## src/rtl/l1_trigger.sv

```systemverilog
// L1 beam trigger: per-channel AGC energy, masked beam sums, threshold compare and windowed rate counting.
// Optional retrigger holdoff is enabled by defining L1_TRIGGER_HOLDOFF_EN.
module l1_trigger #(
    parameter int NBEAMS = 2,
    parameter int AGC_TIMESCALE_REDUCTION_BITS = 2,
    parameter int TRIGGER_CLOCKS = 375000000,
    parameter int HOLDOFF_CLOCKS = 16
) (
    input  logic              wb_clk_i,
    input  logic              wb_rst_ni,
    input  logic              wb_cyc_i,
    input  logic              wb_stb_i,
    input  logic              wb_we_i,
    input  logic [21:0]       wb_adr_i,
    input  logic [31:0]       wb_dat_i,
    input  logic [3:0]        wb_sel_i,
    output logic              wb_ack_o,
    output logic              wb_err_o,
    output logic              wb_rty_o,
    output logic [31:0]       wb_dat_o,
    input  logic              wb_threshold_cyc_i,
    input  logic              wb_threshold_stb_i,
    input  logic              wb_threshold_we_i,
    input  logic [21:0]       wb_threshold_adr_i,
    input  logic [31:0]       wb_threshold_dat_i,
    input  logic [3:0]        wb_threshold_sel_i,
    output logic              wb_threshold_ack_o,
    output logic              wb_threshold_err_o,
    output logic              wb_threshold_rty_o,
    output logic [31:0]       wb_threshold_dat_o,
    input  logic [8*96-1:0]   dat_i,
    output logic [NBEAMS-1:0] trigger_o
);

    localparam int HW = (HOLDOFF_CLOCKS > 0) ? $clog2(HOLDOFF_CLOCKS + 1) : 1;

    logic [14:0]       energy_q [8];
    logic [14:0]       energy_d [8];
    logic [17:0]       sum_q [NBEAMS];
    logic [17:0]       sum_d [NBEAMS];
    logic [NBEAMS-1:0] trigger_q, trigger_d, rise;
    logic [HW-1:0]     hold_q [NBEAMS];
    logic [HW-1:0]     hold_d [NBEAMS];
    logic [17:0]       thr_q [NBEAMS];
    logic [17:0]       thr_d [NBEAMS];
    logic [7:0]        mask_q [NBEAMS];
    logic [7:0]        mask_d [NBEAMS];
    logic [31:0]       cnt_q [NBEAMS];
    logic [31:0]       cnt_d [NBEAMS];
    logic [31:0]       count_q [NBEAMS];
    logic [31:0]       count_d [NBEAMS];
    logic [31:0]       win_q, win_d;
    logic              busy_q, busy_d, done_q, done_d;
    logic [1:0]        ack_q, ack_d;
    logic [31:0]       rdat_q [2];
    logic [31:0]       rdat_d [2];

    logic [1:0]        acc, wr;
    logic [11:0]       adr [2];
    logic [31:0]       wdat [2];
    logic [3:0]        sel [2];
    logic [31:0]       rdata [2];
    logic              start;
    logic              unused_adr;

    // Index 1 is the control-loop port; it is processed last so it wins write collisions.
    assign adr[0]  = wb_adr_i[11:0];
    assign adr[1]  = wb_threshold_adr_i[11:0];
    assign wdat[0] = wb_dat_i;
    assign wdat[1] = wb_threshold_dat_i;
    assign sel[0]  = wb_sel_i;
    assign sel[1]  = wb_threshold_sel_i;
    assign acc[0]  = wb_cyc_i & wb_stb_i & ~ack_q[0];
    assign acc[1]  = wb_threshold_cyc_i & wb_threshold_stb_i & ~ack_q[1];
    assign wr[0]   = acc[0] & wb_we_i;
    assign wr[1]   = acc[1] & wb_threshold_we_i;
    assign unused_adr = ^{wb_adr_i[21:12], wb_threshold_adr_i[21:12]};

    function automatic logic [31:0] merge_bytes(input logic [31:0] old_v,
                                                input logic [31:0] new_v,
                                                input logic [3:0]  be);
        logic [31:0] r;
        r = old_v;
        for (int i = 0; i < 4; i++)
            if (be[i]) r[8*i +: 8] = new_v[8*i +: 8];
        return r;
    endfunction

    always_comb begin
        logic signed [11:0] smp;
        logic [11:0]        mag;
        logic [14:0]        abs_sum;
        smp = '0;
        mag = '0;
        abs_sum = '0;
        for (int c = 0; c < 8; c++) begin
            abs_sum = '0;
            for (int j = 0; j < 8; j++) begin
                smp = dat_i[c*96 + j*12 +: 12];
                // -2048 negates to 12'h800, which reads back as 2048 unsigned
                mag = smp[11] ? 12'(-smp) : 12'(smp);
                abs_sum = abs_sum + 15'(mag);
            end
            energy_d[c] = abs_sum >> AGC_TIMESCALE_REDUCTION_BITS;
        end
    end

    always_comb begin
        for (int b = 0; b < NBEAMS; b++) begin
            sum_d[b] = '0;
            for (int c = 0; c < 8; c++)
                if (mask_q[b][c]) sum_d[b] = sum_d[b] + 18'(energy_q[c]);
        end
    end

    always_comb begin
        for (int b = 0; b < NBEAMS; b++) begin
            trigger_d[b] = (sum_q[b] > thr_q[b]) && (hold_q[b] == '0);
`ifdef L1_TRIGGER_HOLDOFF_EN
            if (trigger_d[b])
                hold_d[b] = HW'(HOLDOFF_CLOCKS);
            else if (hold_q[b] != '0)
                hold_d[b] = hold_q[b] - HW'(1);
            else
                hold_d[b] = '0;
`else
            hold_d[b] = '0;
`endif
        end
        rise = trigger_d & ~trigger_q;
    end

    always_comb begin
        logic [31:0] merged;
        merged = '0;
        start  = 1'b0;
        thr_d  = thr_q;
        mask_d = mask_q;
        for (int p = 0; p < 2; p++) begin
            if (wr[p]) begin
                if (adr[p] == 12'h000 && sel[p][0] && wdat[p][0]) start = 1'b1;
                for (int b = 0; b < NBEAMS; b++) begin
                    if (adr[p] == 12'(12'h200 + b)) begin
                        merged = merge_bytes({14'b0, thr_d[b]}, wdat[p], sel[p]);
                        thr_d[b] = merged[17:0];
                    end
                    if (adr[p] == 12'(12'h400 + b)) begin
                        merged = merge_bytes({24'b0, mask_d[b]}, wdat[p], sel[p]);
                        mask_d[b] = merged[7:0];
                    end
                end
            end
        end
    end

    always_comb begin
        for (int p = 0; p < 2; p++) begin
            rdata[p] = '0;
            if (adr[p] == 12'h000) rdata[p] = {30'b0, busy_q, done_q};
            for (int b = 0; b < NBEAMS; b++) begin
                if (adr[p] == 12'(12'h100 + b)) rdata[p] = count_q[b];
                if (adr[p] == 12'(12'h200 + b)) rdata[p] = {14'b0, thr_q[b]};
                if (adr[p] == 12'(12'h400 + b)) rdata[p] = {24'b0, mask_q[b]};
            end
            ack_d[p]  = acc[p];
            rdat_d[p] = acc[p] ? rdata[p] : '0;
        end
    end

    // A start write takes priority over window expiry so a restart never latches counts.
    always_comb begin
        busy_d  = busy_q;
        done_d  = done_q;
        win_d   = win_q;
        cnt_d   = cnt_q;
        count_d = count_q;
        if (start) begin
            busy_d = 1'b1;
            done_d = 1'b0;
            win_d  = 32'(TRIGGER_CLOCKS);
            for (int b = 0; b < NBEAMS; b++) cnt_d[b] = '0;
        end else if (busy_q) begin
            for (int b = 0; b < NBEAMS; b++)
                if (rise[b] && cnt_d[b] != '1) cnt_d[b] = cnt_d[b] + 32'd1;
            if (win_q <= 32'd1) begin
                count_d = cnt_d;
                done_d  = 1'b1;
                busy_d  = 1'b0;
                win_d   = '0;
            end else begin
                win_d = win_q - 32'd1;
            end
        end
    end

    always_ff @(posedge wb_clk_i or negedge wb_rst_ni) begin
        if (!wb_rst_ni) begin
            for (int c = 0; c < 8; c++) energy_q[c] <= '0;
            for (int b = 0; b < NBEAMS; b++) begin
                sum_q[b]   <= '0;
                hold_q[b]  <= '0;
                thr_q[b]   <= 18'h3FFFF;
                mask_q[b]  <= 8'hFF;
                cnt_q[b]   <= '0;
                count_q[b] <= '0;
            end
            trigger_q <= '0;
            win_q     <= '0;
            busy_q    <= 1'b0;
            done_q    <= 1'b0;
            ack_q     <= '0;
            rdat_q[0] <= '0;
            rdat_q[1] <= '0;
        end else begin
            energy_q  <= energy_d;
            sum_q     <= sum_d;
            hold_q    <= hold_d;
            thr_q     <= thr_d;
            mask_q    <= mask_d;
            cnt_q     <= cnt_d;
            count_q   <= count_d;
            trigger_q <= trigger_d;
            win_q     <= win_d;
            busy_q    <= busy_d;
            done_q    <= done_d;
            ack_q     <= ack_d;
            rdat_q    <= rdat_d;
        end
    end

    assign trigger_o          = trigger_q;
    assign wb_ack_o           = ack_q[0];
    assign wb_dat_o           = rdat_q[0];
    assign wb_err_o           = 1'b0;
    assign wb_rty_o           = 1'b0;
    assign wb_threshold_ack_o = ack_q[1];
    assign wb_threshold_dat_o = rdat_q[1];
    assign wb_threshold_err_o = 1'b0;
    assign wb_threshold_rty_o = 1'b0;

endmodule

```

## config.mk

```make
export PLATFORM = sky130hd
export DESIGN_NAME = l1_trigger
export DESIGN_NICKNAME = d
export VERILOG_FILES = /design/src/rtl/l1_trigger.sv
export SDC_FILE = /design/constraint.sdc
export NUM_CORES = 2
export LEC_CHECK = 0
export BUFFER_PORTS_ARGS = -buffer_cell sky130_fd_sc_hd__buf_2
export CORE_AREA = 2 2 380 382
export CTS_CLUSTER_DIAMETER = 200
export CTS_CLUSTER_SIZE = 28
export DETAILED_ROUTE_END_ITERATION = 6
export DIE_AREA = 0 0 382 384
export GPL_TIMING_DRIVEN = 0
export PLACE_DENSITY = 0.64
export SLEW_MARGIN = 5
export SYNTH_ARGS = -nofsm -noshare
export SYNTH_HDL_FRONTEND = slang
export SYNTH_SLANG_ARGS = --single-unit
```

## constraint.sdc

```tcl
create_clock -name wb_clk_i -period 8.5 [get_ports wb_clk_i]
set_input_delay 1.7 -clock wb_clk_i [delete_from_list [all_inputs] [get_ports wb_clk_i]]
set_output_delay 1.7 -clock wb_clk_i [all_outputs]
set_load 0.05 [all_outputs]
```

======== Word-level counts from Yosys, hierarchy flattened ========
Cells that the tools add are included.
storage, ports and cells
  memories kept ........................... 0
  bits in latches ......................... 0
  register bits ........................... 422
  logic and storage cells ................. 343
  RAM bits ................................ 0
  output and inout bits ................... 72
  ROM bits ................................ 0
cells by class
  multiply operators ...................... 0
  equal/unequal tests ..................... 14
  bitwise operators ....................... 11
  reduce and logical (&&, ||, !) cells .... 12
  shifts and indexed selects .............. 0
  div/mod/pow operators ................... 0
  $add $sub $neg .......................... 137
  multiplexer cells ....................... 141
  magnitude comparators ................... 3
operator list
  kind                                                                               number
  12-bit 2-to-1 mux                                                                  64
  12-bit negation                                                                    64
  32-bit 2-to-1 mux                                                                  19
  15-bit by 12-bit adder with 15-bit output                                          32
  18-bit 2-to-1 mux                                                                  18
  18-bit by 13-bit adder with 18-bit output                                          14
  64-bit 2-to-1 mux                                                                  2
  8-bit 2-to-1 mux                                                                   16
  14-bit by 12-bit adder with 15-bit output                                          8
  13-bit by 12-bit adder with 14-bit output                                          8
  12-bit by 12-bit adder with 13-bit output                                          8
  36-bit 2-to-1 mux                                                                  2
  32-bit by 1-bit adder with 32-bit output, second input constant                    2
  32-bit inequality test, second input constant                                      2
  12-bit by 10-bit == test with 1-bit output, second input constant                  4
  12-bit by 11-bit == test with 1-bit output, second input constant                  4
  12-bit by 9-bit == test with 1-bit output, second input constant                   4
  18-bit greater-than comparator                                                     2
  32-bit by 1-bit less-or-equal comparator with 1-bit output, second input constant  1
  16-bit 2-to-1 mux                                                                  2
  32-bit by 1-bit subtractor with 32-bit output, second input constant               1
  13-bit 2-to-1 mux                                                                  2
  12-bit logical NOT                                                                 2
  2-bit 2-to-1 mux                                                                   6
  9 further kinds                                                                    31

======== Logic depth before layout (Yosys ltp) ========
  depth in word-level cells ............... 15
  gate-level depth with buffers ........... 52
  mapped depth without buffers ............ 50

======== Least setup slack after synthesis ========
OpenSTA, ideal clock, no wires.
  kind .................................... register -> register
  start point ............................. register mask_q[8] in the netlist's numbering
  end point ............................... register sum_q[34] in the netlist's numbering
  setup slack ............................. -760 ps
  stages on the path, launching flop included .. 50
  clock period less this slack ............ 9260 ps
  arrival ................................. 9130 ps
  buffers on the path ..................... 2
  cell sequence ........................... dfstp_2 buf_2 buf_2 and2_1 ha_1 maj3_1 nand3_2 nand2_1 maj3_1 nor2b_1 o21ai_0 nand3b_1 xnor2_1 inv_1 ha_1 o211ai_1 a21oi_1 nor2_1 [... 14 more ...] ha_1 nor2b_1 a311oi_2 o2bb2ai_1 xnor2_1 mux2_2 ha_1 nand4_1 a211o_1 nand3_1 xnor2_1 nand2_1 o21a_1 ha_1 or4_1 nand4_1 nor4b_2 xnor2_1
RTL lines
  what                    line  RTL
  from (decl)             46    logic [7:0] mask_q [NBEAMS];
  from (signal assigned)  219   mask_q <= mask_d;
  to (signal assigned)    216   sum_q <= sum_d;
  to (decl)               39    logic [17:0] sum_q [NBEAMS];

==> results.md <==
* Reg2reg path depth at 48
* Max-slew violation count at 0
* Fmax at 0.105 GHz
* TritonCTS clock tree: yes
* DPL Wire Length at 175 mm
* Via count at 54400
* Final WS setup at -1.00 ns
* Final hold viol count at 0
* Setup-failing EPs final at 18
* Top FF cell, synth: dfrtp_1
* Port Buffers at 905
* Slowest cell on the critical path: dfstp_2
* Crit. End Element: flop
* All-Layer GR Usage at 0.272
* First-pass DRT Iterations at 7
* Slew headroom at 0.0967
* Worst Hold Class: flop to flop
* Grt ovf at 0
* Async set-or-reset flop fraction in the synthesized netlist at 1.00
* Placement Cell Area at 67600 µm²
* Crit Path Category: flop to flop
* Bufs on Longest Clock Path at 3
* Synthesized instance count at 6806
* Starting density of the core at 0.422
* Largest net degree at the start of global routing at 108
* Max-cap violation count at 0
* Filler cells at 13600
* Synth Register Bits at 422
* WL per Instance at 20.9 µm
* Mapped Area at 60200 µm²
* Top-level I/O count at 964
* CP Data Required Time at 8.95 ns
* Number of cell rows at 139
* Number of synthesized flops with an enable pin at 0
* Sequential area share after synthesis at 0.177
* CP most frequent cell: ha_4
* Final WL at 206 mm
* Final instance area at 71200 µm²
* Area grow syn2layout at 18.4%
* Root Driver: clkbuf_16
* Worst Path Arrival at 9.95 ns
* Vias per inst at 5.52
* Core area at 143000 µm²
* Initial antenna violation count at 51
* Critical path's largest stage delay at 0.63 ns
* Post-synth top area share at 0.190
* Die footprint at 147000 µm²
* Max Clock Skew at 0.0466 ns
* Final ANT Viol Nets at 0
* Hold_buf cts at 0
* Synth top area cells: fa_1 (19%), dfrtp_1 (15%), ha_1 (8.7%)
* Measured slew at the worst slew-check pin at 1.34 ns
* Crit start category: flop
* First-pass GRT wire length at 314 mm
* Fin crit period at 9.50 ns
* Failing checks: design-rule violations, negative setup slack
* GPL Wtd Cong at 0.974
* CP max FO at 4
* Yosys cell types at 107
* Average size of a mapped cell at 8.84 µm²
* First DRT Iteration DRCs at 3770
* Fraction of layout cells with a size suffix above 1 at 0.202
* Clock sink total at 422
* Final Cycle Share at 1.12
* Clock Pin Slew Worst Setup and Hold Paths at 0.12 ns
* Skew-Pair Late Insertion Delay at 0.61 ns
* Final net count at 9793
* Die Span Y at 384 µm
* Vias in the first global route at 55100
* Yosys top cell by area: fa_1
* RSZ-0062 raised after global routing: true
* Residual DRC at 2
* Hold path cells at 2
* Htree depth at 1
* Outcome: complete, but fails checks
* Synth warn at 0
* Die width at 382 µm
* Num CTS Buffers at 19
per-stage QoR:
stage               setup TNS, ns  hold WS, ns  setup slack (ns)  cells  utilization
global placement         -1053.46        0.479             -2.86   9617        0.472
finish                     -12.76        0.519             -1.00   9856        0.499
global route               -19.58        0.537             -1.33   9850        0.499
CTS                         -7.46        0.517            -0.761   9793        0.494
floorplan                 -0.0371        0.453           -0.0371   6809            -
detailed placement         -24.98        0.486             -1.90   9622        0.473
synthesized netlist by cell type, drive strengths merged, types with 92 or more instances:
cell type	count
a21oi	234
mux2i	98
nor4	102
nor3	129
or3	118
a22oi	95
nand2	533
dfrtp	370
xor2	431
o31ai	158
fa	572
clkbuf	203
nor2	371
o21ai	510
a21o	100
nand3	116
nand2b	153
nor2b	92
inv	674
ha	420
xnor2	517
routing by layer:
layer  GRT usage  vias to the layer above  wire, µm
li1            -                    25600         -
met3      0.0293                      366     11000
met5           0                        -       146
met4      0.0905                       24      8130
met2       0.473                     1729     99800
met1       0.353                    26700     86500
cell families (layout without fill, tap and decap cells):
logic type / after synthesis / in the layout / share of synthesized area
xor gates and xnor gates: 949 / 949 / 0.139
muxes: 183 / 183 / 0.0322
other: 1 / 35 / 0.0000623
DFF: 422 / 422 / 0.177
AOI/OAI and AO/OA: 1449 / 1449 / 0.156
buffers and inverters: 905 / 2018 / 0.0576
and+or+nand+nor: 1902 / 1902 / 0.161
adders and majority gates: 995 / 995 / 0.278
registers in the layout (all words and copies together) (netlist names), 16 cells and up:
signal and cells:
thr_q 36, count_q 64, energy_q 104, mask_q 16, wb_dat_o 32, wb_threshold_dat_o 32
win_q 32, sum_q 36, cnt_q 64
critical path: cells and delay by family (launching register included):
family,cells,cell delay [ns]
fa+ha+maj,8,2.01
flops,1,0.63
compound gates,12,2.10
buf+inv,3,0.38
simple gates,14,1.92
xor+xnor,7,1.04
mux,4,1.24
final cells by class:
type	count	area [µm²]	share of cell area
tap	1903	2380	0.0334
antenna	31	77.6	0.00109
clock inverter	3	41.3	0.000580
timing repair buffer	1082	5960	0.0836
multi-input combinational	5482	48100	0.676
clock buffer	31	541	0.00759
sequential	422	10600	0.149
buffer	226	956	0.0134
inverter	676	2540	0.0356
layout by cell type, fill, tap and decap left out, types with 76 or more instances in the layout:
| cell | n |
|---|---|
| a21o_1 | 100 |
| a21oi_1 | 198 |
| a22oi_1 | 94 |
| buf_2 | 910 |
| buf_4 | 178 |
| clkbuf_1 | 207 |
| dfrtp_1 | 370 |
| fa_1 | 572 |
| ha_1 | 352 |
| inv_1 | 670 |
| mux2i_1 | 95 |
| nand2_1 | 527 |
| nand2b_1 | 152 |
| nand3_1 | 110 |
| nor2_1 | 363 |
| nor2b_1 | 89 |
| nor3_1 | 122 |
| nor4_1 | 100 |
| o21ai_0 | 447 |
| o31ai_1 | 151 |
| o41ai_1 | 76 |
| or3_1 | 115 |
| xnor2_1 | 502 |
| xor2_1 | 423 |
timing repair:
item	in CTS	in global routing
cloned	0	0
setup buffers	138	34
resized for setup	245	72
pin swaps	117	66
setup endpoints to repair	22	22
final timing paths:
path	end	from	slack [ns]
worst max-delay path	sum_q[34]	mask_q[8]	-1.00
worst min-delay path	win_q[20]	win_q[20]	0.52
worst max register to register	sum_q[34]	mask_q[8]	-1.00
worst min register to register	win_q[20]	win_q[20]	0.52
max in group asynchronous	energy_q[24]	wb_rst_ni	5.83
min in group asynchronous	wb_threshold_dat_o[22]	wb_rst_ni	0.89
Power is left out: the tool's default activity adds up to more than one toggle a clock period on the data nets, which glitch-free logic cannot reach.
